==> config.mk <==
export PLATFORM = sky130hd
export DESIGN_NAME = spi_reg_responder
export DESIGN_NICKNAME = d
export VERILOG_FILES = /design/src/rtl/spi_reg_responder.sv
export SDC_FILE = /design/constraint.sdc
export NUM_CORES = 1
export LEC_CHECK = 0
export CAP_MARGIN = 25
export CORE_MARGIN = 3
export CORE_UTILIZATION = 35
export CTS_CLUSTER_DIAMETER = 40
export DETAILED_ROUTE_END_ITERATION = 10
export DONT_BUFFER_PORTS = 1
export PLACE_DENSITY_LB_ADDON = 0.08
export SLEW_MARGIN = 20
export SYNTH_ARGS = -nofsm -noshare
export SYNTH_HDL_FRONTEND = slang
export SYNTH_SLANG_ARGS = --single-unit
==> constraint.sdc <==
create_clock -name clk -period 4 [get_ports clk]
set_input_delay 0.8 -clock clk [delete_from_list [all_inputs] [get_ports clk]]
set_output_delay 0.8 -clock clk [all_outputs]
set_load 0.02 [all_outputs]
==> src/rtl/spi_reg_responder.sv <==
// Register-access command responder behind an SPI slave byte interface.
// Decodes read/write frames from received bytes and returns data through the slave TX path.
module spi_reg_responder #(
    parameter int NUM_REGS = 8,
    parameter int NUM_RO   = 2,
    parameter int ADDR_W   = $clog2(NUM_REGS)
) (
    input  logic                  clk,
    input  logic                  rst,
    input  logic                  i_SS,
    input  logic                  i_RX_DV,
    input  logic [7:0]            i_RX_Byte,
    output logic [7:0]            o_TX_Byte,
    output logic                  o_TX_DV,
    input  logic [NUM_RO*8-1:0]   i_ro_data,
    output logic [NUM_REGS*8-1:0] o_regs,
    output logic                  o_wr_strobe,
    output logic [ADDR_W-1:0]     o_wr_addr,
    output logic                  o_err,
    output logic                  o_frame_done
);

    typedef enum logic [2:0] {IDLE, CMD, WRITE, READ, DRAIN} state_t;

    state_t            state_q, state_d;
    logic              ss_q, ss_fall, ss_rise, rx_ok;
    logic [ADDR_W-1:0] addr_q, addr_d, cmd_addr, next_addr, wr_addr_d;
    logic              auto_q, auto_d, cmd_bad;
    logic [7:0]        tx_byte_d;
    logic              tx_dv_d, wr_en_d, err_d;
    logic [7:0]        regs_q [NUM_RO:NUM_REGS-1];

    assign ss_fall  = ss_q & ~i_SS;
    assign ss_rise  = ~ss_q & i_SS;
    // A byte arriving on the SS rising-edge cycle still belongs to the frame.
    assign rx_ok    = i_RX_DV & ~ss_q & (state_q != IDLE);
    assign cmd_addr = i_RX_Byte[ADDR_W-1:0];
    assign cmd_bad  = int'(i_RX_Byte[5:0]) >= NUM_REGS;
    assign next_addr = !auto_q ? addr_q :
                       (addr_q == ADDR_W'(NUM_REGS - 1)) ? '0 : addr_q + 1'b1;

    // Read-only slots expose the live sensor inputs; only RW slots have storage.
    for (genvar k = 0; k < NUM_REGS; k++) begin : g_reg
        if (k < NUM_RO) begin : g_ro
            assign o_regs[k*8 +: 8] = i_ro_data[k*8 +: 8];
        end else begin : g_rw
            assign o_regs[k*8 +: 8] = regs_q[k];
        end
    end

    // NOTE: sequential state uses non-blocking assignments so every flop samples pre-edge values.
    always_ff @(posedge clk or negedge rst) begin
        if (!rst) state_q <= IDLE;
        else      state_q <= state_d;
    end

    // NOTE: every comb output gets a default first, otherwise an unassigned path infers a latch.
    always_comb begin
        state_d = state_q;
        if (ss_rise)
            state_d = IDLE;
        else if (ss_fall)
            state_d = CMD;
        else if (rx_ok && state_q == CMD)
            state_d = cmd_bad ? DRAIN : (i_RX_Byte[7] ? READ : WRITE);
    end

    always_comb begin
        tx_byte_d = o_TX_Byte;
        tx_dv_d   = 1'b0;
        wr_en_d   = 1'b0;
        wr_addr_d = o_wr_addr;
        err_d     = ss_fall ? 1'b0 : o_err;
        addr_d    = addr_q;
        auto_d    = auto_q;
        if (rx_ok) begin
            tx_dv_d = 1'b1;
            unique case (state_q)
                CMD: begin
                    auto_d = i_RX_Byte[6];
                    addr_d = cmd_addr;
                    if (cmd_bad) begin
                        err_d     = 1'b1;
                        tx_byte_d = 8'hFF;
                    end else if (i_RX_Byte[7]) begin
                        tx_byte_d = o_regs[{cmd_addr, 3'b000} +: 8];
                    end else begin
                        tx_byte_d = {o_err, 7'd0};
                    end
                end
                READ: begin
                    addr_d    = next_addr;
                    tx_byte_d = o_regs[{next_addr, 3'b000} +: 8];
                end
                WRITE: begin
                    tx_byte_d = o_regs[{addr_q, 3'b000} +: 8];
                    addr_d    = next_addr;
                    if (int'(addr_q) < NUM_RO) begin
                        err_d = 1'b1;
                    end else begin
                        wr_en_d   = 1'b1;
                        wr_addr_d = addr_q;
                    end
                end
                default: tx_byte_d = 8'hFF;
            endcase
        end
    end

    // NOTE: the register file is reset with the rest so an aborted frame leaves no partial write.
    always_ff @(posedge clk or negedge rst) begin
        if (!rst) begin
            ss_q         <= 1'b1;
            addr_q       <= '0;
            auto_q       <= 1'b0;
            o_TX_Byte    <= 8'h00;
            o_TX_DV      <= 1'b0;
            o_wr_strobe  <= 1'b0;
            o_wr_addr    <= '0;
            o_err        <= 1'b0;
            o_frame_done <= 1'b0;
            for (int k = NUM_RO; k < NUM_REGS; k++) regs_q[k] <= 8'h00;
        end else begin
            ss_q         <= i_SS;
            addr_q       <= addr_d;
            auto_q       <= auto_d;
            o_TX_Byte    <= tx_byte_d;
            o_TX_DV      <= tx_dv_d;
            o_wr_strobe  <= wr_en_d;
            o_wr_addr    <= wr_addr_d;
            o_err        <= err_d;
            o_frame_done <= ss_rise;
            if (wr_en_d) regs_q[addr_q] <= i_RX_Byte;
        end
    end

endmodule

==> results of run 1 <==
[through the flow]
step                      utilization (%)  setup slack (ns)  area (sq um)  total power, W
after floorplan                         -              1.60          4190         0.00172
after global placement               36.0              1.14          4160         0.00186
after detailed placement             36.0              1.10          4160         0.00187
after CTS                            39.0              1.07          4510         0.00283
after global routing                 39.0             0.852          4510         0.00294
final                                39.0              1.02          4510         0.00280
[flip-flops by register name (all words and copies together), names as in the netlist]
name          flops
ss_q              1
auto_q            1
state_q           3
o_wr_addr         3
o_frame_done      1
o_err             1
o_TX_DV           1
o_wr_strobe       1
o_TX_Byte         8
o_regs           48
addr_q            3
[kinds of logic after synthesis]
logic type / count (synthesis) / share of synthesized area, %
compound gates: 59 / 9.87
buf+inv: 41 / 5.98
simple gates: 61 / 8.85
mux: 106 / 31.6
flops: 71 / 42.5
fa+ha+maj: 4 / 1.20
[report_power, final]
| group | leakage, nW | switching [W] | internal [W] |
|---|---|---|---|
| Clock | 0.168 | 0.000319 | 0.000624 |
| Sequential | 0.944 | 0.000218 | 0.000801 |
| Combinational | 0.861 | 0.000441 | 0.000396 |
| Total | 1.97 | 0.000978 | 0.00182 |
[area by class of cell]
| cell class | count | area [sq um] | area share (%) |
|---|---|---|---|
| repair buffers | 4 | 30.0 | 0.666 |
| inverters | 4 | 15.0 | 0.333 |
| flip-flops and latches | 71 | 1780 | 39.5 |
| clock buffers | 10 | 239 | 5.30 |
| multi-input cells | 230 | 2160 | 47.9 |
| well taps | 143 | 179 | 3.97 |
| clock inverters | 6 | 108 | 2.39 |
[layer usage]
| layer | share of wire, % | wire (um) | vias up |
|---|---|---|---|
| li1 | - | - | 1243 |
| met1 | 45 | 5560 | 1414 |
| met2 | 45 | 5580 | 98 |
| met3 | 7.8 | 963 | 20 |
| met4 | 2.1 | 260 | 0 |
| met5 | 0 | 0 | - |
[worst paths after layout]
kind | from | end | slack, ns | cells past startpoint
setup reg to reg | addr_q[0]$_DFFE_PN0P_ | o_TX_Byte[7]$_DFFE_PN0P_ | 1.02 | 9
max in group asynchronous | rst | ss_q$_DFF_PN1_ | 3.67 | 0
setup / recovery | addr_q[0]$_DFFE_PN0P_ | o_TX_Byte[7]$_DFFE_PN0P_ | 1.02 | 9
hold / removal | rst | o_regs[17]$_DFFE_PN0P_ | 0.15 | 0
hold reg to reg | o_wr_addr[2]$_DFFE_PN0P_ | o_wr_addr[2]$_DFFE_PN0P_ | 0.63 | 2
min in group clk | i_SS | ss_q$_DFF_PN1_ | 0.46 | 0
[cell usage in the layout, fill, tap and decap left out, types with 2 or more instances in the layout]
master | Yosys | final
nand3_1 | 2 | 2
and3_4 | 2 | 2
bufinv_16 | 0 | 3
a22oi_1 | 19 | 19
a21boi_0 | 2 | 2
a21oi_1 | 5 | 5
nor2_1 | 21 | 21
nand2_1 | 15 | 15
o21ai_0 | 14 | 14
buf_4 | 17 | 4
mux4_2 | 16 | 16
inv_1 | 4 | 4
a211oi_2 | 2 | 2
o31ai_1 | 2 | 2
mux2i_1 | 40 | 40
clkinv_2 | 0 | 2
dfrtp_1 | 70 | 70
clkbuf_16 | 0 | 9
ha_1 | 4 | 4
o41ai_1 | 2 | 2
nand3b_1 | 3 | 3
nand2b_1 | 2 | 2
mux2_2 | 50 | 50
a31oi_1 | 8 | 8
==> results.sh, run 1 <==
export IMPL_status="completed"
export IMPL_routedWlPerCell_um=26.4
export IMPL_die_w_um=115
export IMPL_vias=2775
export IMPL_worstPathCellList="ha_1 -> ha_1 -> nand3b_1 -> a31oi_4 -> buf_4 -> mux2i_1 -> a22oi_1 -> a31oi_1 -> nor2_1"
export IMPL_rsz0062_at_grt="no"
export IMPL_critPathBufInv=1
export IMPL_timing_final_crit_share_pct=74.6
export IMPL_skew_ns=0.00531
export IMPL_gr_max_usage_layer="met2"
export IMPL_crit_path_end_kind="flop"
export IMPL_syn_area_sq_mm=0.00419
export IMPL_avgSynthCellArea_sq_um=12.2
export IMPL_drt_iter0_drc=122
export IMPL_cap_violations=0
export IMPL_nets=352
export IMPL_cts_tree="built"
export IMPL_final_cells=468
export IMPL_relSlewSlack_pct=34.4
export IMPL_gp_congestion=0.764
export IMPL_synth_edff_count=0
export IMPL_wl_um=12400
export IMPL_ys_seq_area_share_pct=42.5
export IMPL_arrival_ns=3.21
export IMPL_track_usage_pct=19.5
export IMPL_placementRows=39
export IMPL_slew_viol_final=0
export IMPL_clkSinkCount=71
export IMPL_grt_use_met3_pct=7.00
export IMPL_setup_tns_ns=0
export IMPL_synth_top_area_share_pct=41.9
export IMPL_htree_levels=3
export IMPL_synth_fp_nets=374
export IMPL_postCtsSetupRepairBufs=0
export IMPL_synthCells=342
export IMPL_grt_pass1_vias=2952
export IMPL_drc=0
export IMPL_max_freq_ghz=0.335
export IMPL_hold_path_class="primary input to asynchronous set/reset pin"
export IMPL_io_buffers=0
export IMPL_worstSetupStartpointType="flop"
export IMPL_grt_antenna_before_repair=0
export IMPL_fin_crit_ns=2.98
export IMPL_nFillCells=1102
export IMPL_core_area_sq_mm=0.0116
export IMPL_first_pass_iters=4
export IMPL_path_class="flop to flop"
export IMPL_dp_cells=452
export IMPL_detail_route_antenna_nets=0
export IMPL_setup_violations=0
export IMPL_ios=107
export IMPL_tightest_slew_ns=0.979
export IMPL_grt_overflow=0
export IMPL_synth_most_common_cell="dfrtp_1"
export IMPL_synth_seq_cells=71
export IMPL_antenna_cells=0
export IMPL_drive_gt1_share_pct=30.5
export IMPL_clk_pin_slew_ns=0.06
export IMPL_peakVddDrop_mv=0.379
export IMPL_clk_latency_ns=0.34
export IMPL_ys_warn_count=0
export IMPL_crit_family="compound AO/OA/AOI/OAI gates"
export IMPL_finalHoldWorstSlack_ns=0.150
export IMPL_die_h_um=115
export IMPL_die_area_sq_mm=0.0133
export IMPL_postCtsHoldBufs=0
export IMPL_ys_flop_type="dfrtp_1"
export IMPL_post_synth_top_area_cell="dfrtp_1"
export IMPL_grtUsageMet1_pct=26.1
export IMPL_crit_top_cell="ha_1"
export IMPL_dpl_hpwl_um=8480
export IMPL_crit_path_max_fanout=14
export IMPL_slowest_delay_ns=0.59
export IMPL_cts_made_buffers=9
export IMPL_ctsRootBufferMaster="clkbuf_16"
export IMPL_use_met2_pct=28.5
export IMPL_synth_distinct_cells=47
export IMPL_crit_required_ns=4.23
export IMPL_leakage_nw=1.97
export IMPL_clockBufferDepth=2
export IMPL_p_per_area_mw_per_mm2=621
export IMPL_area_growth_pct=7.65
export IMPL_cts_resized=0
export IMPL_start_util_pct=36.2
export IMPL_critPathSlowestCell="a31oi_4"
export IMPL_synthTopCellsByCount="70 x dfrtp_1, 50 x mux2_2, 40 x mux2i_1, 21 x nor2_1, 19 x a22oi_1"
export IMPL_grt_pass1_wl_um=18800
export IMPL_viasPerCell=5.93
export IMPL_ys_top_cells_by_area="dfrtp_1 42%, mux2_2 13%, mux2i_1 9.6%"
export IMPL_grt_max_degree=72
export IMPL_hold_viol=0
export IMPL_synth_async_reset_ratio_pct=100
Power figures use the tool's default switching activity.
==> run 2, diff against run 1 <==
clock period = 3 ns   (was 4 ns; I/O delays follow)
==> results.sh, run 2 (synthesis gave the netlist of run 1 again) <==
export IMPL_status="completed"
export IMPL_worstPathCellList="ha_1 -> ha_1 -> nand3b_1 -> a31oi_4 -> buf_12 -> mux2i_1 -> a22oi_1 -> a31oi_1 -> nor2_1"
export IMPL_crit_path_end_kind="flop"
export IMPL_drt_iter0_drc=121
export IMPL_ios=107
export IMPL_track_usage_pct=19.2
export IMPL_die_w_um=115
export IMPL_grt_pass1_vias=2918
export IMPL_area_growth_pct=10.2
export IMPL_ctsRootBufferMaster="clkbuf_16"
export IMPL_max_freq_ghz=0.432
export IMPL_slew_viol_final=0
export IMPL_nets=368
export IMPL_start_util_pct=36.2
export IMPL_drc=0
export IMPL_antenna_cells=0
export IMPL_p_total_w=0.00370
export IMPL_viasPerCell=5.84
export IMPL_grt_overflow=0
export IMPL_hold_viol=0
export IMPL_worstSetupStartpointType="flop"
export IMPL_crit_family="compound AO/OA/AOI/OAI gates"
export IMPL_slowest_delay_ns=0.38
export IMPL_core_area_sq_mm=0.0116
export IMPL_critPathSlowestCell="dfrtp_1"
export IMPL_hold_path_class="primary input to asynchronous set/reset pin"
export IMPL_arrival_ns=2.53
export IMPL_htree_levels=3
export IMPL_clk_latency_ns=0.34
export IMPL_cts_made_buffers=9
export IMPL_die_h_um=115
export IMPL_crit_path_max_fanout=32
export IMPL_placementRows=39
export IMPL_cap_violations=0
export IMPL_clockBufferDepth=2
export IMPL_gp_congestion=0.775
export IMPL_final_common_cell="dfrtp_1"
export IMPL_first_pass_iters=4
export IMPL_fin_crit_ns=2.31
export IMPL_setup_violations=0
export IMPL_wl_um=12400
export IMPL_relSlewSlack_pct=56.9
export IMPL_nFillCells=1136
export IMPL_p_per_area_mw_per_mm2=802
export IMPL_largest_reg_flops=48
export IMPL_io_buffers=0
export IMPL_cts_resized=0
export IMPL_die_area_sq_mm=0.0133
export IMPL_dp_cells=467
export IMPL_routedWlPerCell_um=25.7
export IMPL_final_cells=483
export IMPL_detail_route_antenna_nets=0
export IMPL_drive_gt1_share_pct=33.2
export IMPL_tightest_slew_ns=0.642
export IMPL_setup_tns_ns=0
export IMPL_grt_max_degree=71
export IMPL_vias=2822
export IMPL_clkSinkCount=71
export IMPL_critPathBufInv=1
export IMPL_leakage_nw=2.04
export IMPL_path_class="flop to flop"
export IMPL_dpl_hpwl_um=8550
export IMPL_dp_slack_ns=0.691
export IMPL_peakVddDrop_mv=0.450
export IMPL_timing_final_crit_share_pct=77.1
export IMPL_clk_pin_slew_ns=0.06
export IMPL_rsz0062_at_grt="no"
export IMPL_finalHoldWorstSlack_ns=0.103
export IMPL_cts_tree="built"
export IMPL_grt_antenna_before_repair=0
export IMPL_grt_pass1_wl_um=18500
export IMPL_crit_top_cell="ha_1"
export IMPL_mostFrequentLayoutCells="70 x dfrtp_1, 50 x mux2_2, 40 x mux2i_1, 21 x nor2_1, 19 x a22oi_1"
export IMPL_crit_required_ns=3.22
export IMPL_skew_ns=0.00584
export IMPL_fin_ws_ns=0.687
run 2: report_power, final:
part	switching, W	leakage [nW]	internal, W	total (W)
Combinational	0.000691	0.954	0.000629	0.00132
Clock	0.000400	0.145	0.000683	0.00108
Sequential	0.000226	0.944	0.00107	0.00130
run 2: cell type report:
type	count	area [sq um]	share of cell area, %
Multi-Input combinational cell	230	2160	46.8
Sequential cell	71	1780	38.6
Clock buffer	12	256	5.56
Timing Repair Buffer	20	183	3.96
Tap cell	143	179	3.88
Clock inverter	3	42.5	0.923
Inverter	4	15.0	0.326
run 2: through the flow:
step	util, %	instance area (sq um)
final	39.9	4610
after global routing	39.9	4610
after CTS	39.9	4610
after detailed placement	37.0	4280
after global placement	37.0	4280
after floorplan	-	4190
run 2: worst paths after layout:
check	from	to	slack (ns)	cells past startpoint
worst max-delay path	addr_q[0]$_DFFE_PN0P_	o_TX_Byte[2]$_DFFE_PN0P_	0.69	9
worst min-delay path	rst	ss_q$_DFF_PN1_	0.10	0
worst max register to register	addr_q[0]$_DFFE_PN0P_	o_TX_Byte[2]$_DFFE_PN0P_	0.69	9
worst min register to register	o_wr_addr[1]$_DFFE_PN0P_	o_wr_addr[1]$_DFFE_PN0P_	0.63	2
max in group asynchronous	rst	o_regs[32]$_DFFE_PN0P_	2.54	1
min in group clk	i_SS	ss_q$_DFF_PN1_	0.26	0
run 2: routing by layer:
layer / GRT usage, % / vias up / wire (um)
met5: 0 / - / 0
met4: 4.93 / 0 / 194
met3: 8.89 / 13 / 1130
met2: 30.0 / 103 / 5760
met1: 24.2 / 1447 / 5330
li1: - / 1259 / -
run 2: what timing repair did:
action | in CTS | in global routing
hold endpoints to repair | 70 | 0
setup buffers | 0 | 0
setup endpoints to repair | 0 | 0
hold buffers | 1 | 0
==> run 3, diff against run 2 <==
clock period = 1.9 ns   (was 3 ns; I/O delays follow)
==> results.sh, run 3 (synthesis gave the netlist of run 1 again) <==
export IMPL_status="complete, but fails checks"
export IMPL_violations="hold timing, setup timing"
export IMPL_p_total_w=0.00701
export IMPL_seq_power_share_pct=28.6
export IMPL_cap_violations=0
export IMPL_detail_route_antenna_nets=0
export IMPL_hold_viol=71
export IMPL_dpl_hpwl_um=9140
export IMPL_ios=107
export IMPL_slew_viol_final=0
export IMPL_slowest_delay_ns=0.38
export IMPL_top_layer_used="met4"
export IMPL_worstPathCellList="ha_2 -> ha_2 -> nand3b_1 -> a31oi_4 -> buf_12 -> buf_12 -> buf_6 -> mux2i_2 -> a22oi_2 -> a31oi_1 -> nor2_1"
export IMPL_dp_cells=515
export IMPL_drc=0
export IMPL_clk_latency_ns=0.35
export IMPL_wl_met1_um=5400
export IMPL_crit_path_max_fanout=5
export IMPL_setup_violations=56
export IMPL_p_per_area_mw_per_mm2=1300
export IMPL_path_class="flop to flop"
export IMPL_arrival_ns=2.46
export IMPL_nFillCells=1092
export IMPL_grt_overflow=0
export IMPL_skew_ns=0.00810
export IMPL_r2r_setup_slack_ns=-0.31
export IMPL_wl_met3_um=1070
export IMPL_start_util_pct=36.2
export IMPL_antenna_cells=0
export IMPL_leakage_nw=2.45
export IMPL_area_growth_pct=28.5
export IMPL_clockBufferDepth=2
export IMPL_htree_levels=3
export IMPL_drt_iter0_drc=120
export IMPL_finalHoldWorstSlack_ns=-0.279
export IMPL_placementRows=39
export IMPL_crit_required_ns=2.14
export IMPL_peakVddDrop_mv=0.496
export IMPL_drive_gt1_share_pct=45.4
export IMPL_vias=3057
export IMPL_power_frac_clock_pct=27.7
export IMPL_clk_pin_slew_ns=0.06
export IMPL_placed_cell_area_sq_mm=0.00472
export IMPL_tightest_slew_ns=0.560
export IMPL_crit_path_end_kind="flop"
export IMPL_p_switching_w=0.00230
export IMPL_rsz0062_at_grt="yes"
export IMPL_wl_um=13000
export IMPL_dr_wl_met2_um=6380
export IMPL_fin_ws_ns=-0.313
export IMPL_utilization_pct=46.5
export IMPL_max_freq_ghz=0.452
export IMPL_relSlewSlack_pct=62.7
export IMPL_cts_tree="built"
export IMPL_final_cells=542
export IMPL_hold_path_class="primary input to asynchronous set/reset pin"
export IMPL_die_area_sq_mm=0.0133
export IMPL_timing_final_crit_share_pct=116
export IMPL_core_area_sq_mm=0.0116
export IMPL_swShare_pct=32.7
export IMPL_worstSetupStartpointType="flop"
export IMPL_grt_pass1_wl_um=20100
export IMPL_largest_reg_flops=48
export IMPL_clkSinkCount=71
export IMPL_critPathSlowestCell="dfrtp_1"
export IMPL_gp_congestion=0.859
export IMPL_design_area_sq_mm=0.00538
export IMPL_final_common_cell="dfrtp_1"
export IMPL_ctsRootBufferMaster="clkbuf_16"
export IMPL_nets=426
export IMPL_intPower_w=0.00472
export IMPL_grt_pass1_vias=3324
export IMPL_grt_max_degree=72
export IMPL_first_pass_iters=4
export IMPL_grt_antenna_before_repair=0
export IMPL_die_h_um=115
export IMPL_viasPerCell=5.64
export IMPL_cts_made_buffers=9
export IMPL_io_buffers=0
export IMPL_die_w_um=115
export IMPL_routedWlPerCell_um=24.0
export IMPL_mostFrequentLayoutCells="70 x dfrtp_1, 55 x buf_4, 39 x mux2i_1, 25 x mux2_2, 25 x mux2_4"
export IMPL_fin_crit_ns=2.21
export IMPL_combPwrFrac_pct=43.8
export IMPL_track_usage_pct=20.7
[run 3: cell count changes in the layout (fill, tap and decap cells not counted), sizes merged]
cell | previous run | this run
bufinv | 1 | 3
clkinvlp | 1 | 0
clkbuf | 12 | 11
clkinv | 1 | 3
buf | 20 | 77
[run 3: final cells by class]
type,count,area (sq um),share of cell area [%]
repair buffers,78,753,14.0
clock inverters,6,109,2.02
well taps,143,179,3.33
multi-input cells,230,2310,43.0
inverters,4,15.0,0.279
clock buffers,10,229,4.26
flip-flops and latches,71,1780,33.1
[run 3: final timing paths]
path                                             from                        to  cells past startpoint
worst max-delay path            addr_q[0]$_DFFE_PN0P_  o_TX_Byte[6]$_DFFE_PN0P_                     11
worst min-delay path                              rst           o_err$_DFF_PN0_                      0
worst max register to register  addr_q[0]$_DFFE_PN0P_  o_TX_Byte[6]$_DFFE_PN0P_                     11
worst min register to register     auto_q$_DFFE_PN0P_        auto_q$_DFFE_PN0P_                      1
max in group asynchronous                         rst            ss_q$_DFF_PN1_                      0
min in group clk                                 i_SS            ss_q$_DFF_PN1_                      0
[run 3: layer usage]
layer  up-vias  global-route usage (%)
met3        15                    8.74
met5         -                       0
met1      1576                    25.6
met2        86                    33.1
met4         0                    5.87
li1       1380                       -
[run 3: through the flow]
step	setup TNS, ns	setup slack, ns
finish	-5.79	-0.313
global route	-10.59	-0.419
CTS	-4.88	-0.243
detailed placement	-6.78	-0.315
global placement	-7.32	-0.297
floorplan	-1.88	-0.144
[run 3: critical path, delay by kind of cell, from the launching register on]
kind / cells / cell delay [ns]
adder cells (fa/ha/maj): 2 / 0.34
buffers and inverters: 3 / 0.39
AO/OA/AOI/OAI: 3 / 0.51
multiplexers: 1 / 0.21
flip-flops: 1 / 0.38
AND/OR/NAND/NOR: 2 / 0.26
[run 3: power groups by stage]
stage	clock (W)	sequential, W	combinational (W)
3_5_place_dp	0	0.00203	0.00250
4_1_cts	0.00200	0.00201	0.00285
3_3_place_gp	0	0.00203	0.00248
2_1_floorplan	0	0.00198	0.00167
5_1_grt	0.00207	0.00203	0.00329
6_report	0.00194	0.00200	0.00307
[run 3: timing repair]
item                                    4_1_cts  5_1_grt
resized for setup                            34       15
cloned                                        1        1
endpoints found under the setup margin       57       57
hold endpoints to repair                     71       71
buffers inserted                              4        7
pin swaps                                    15       15
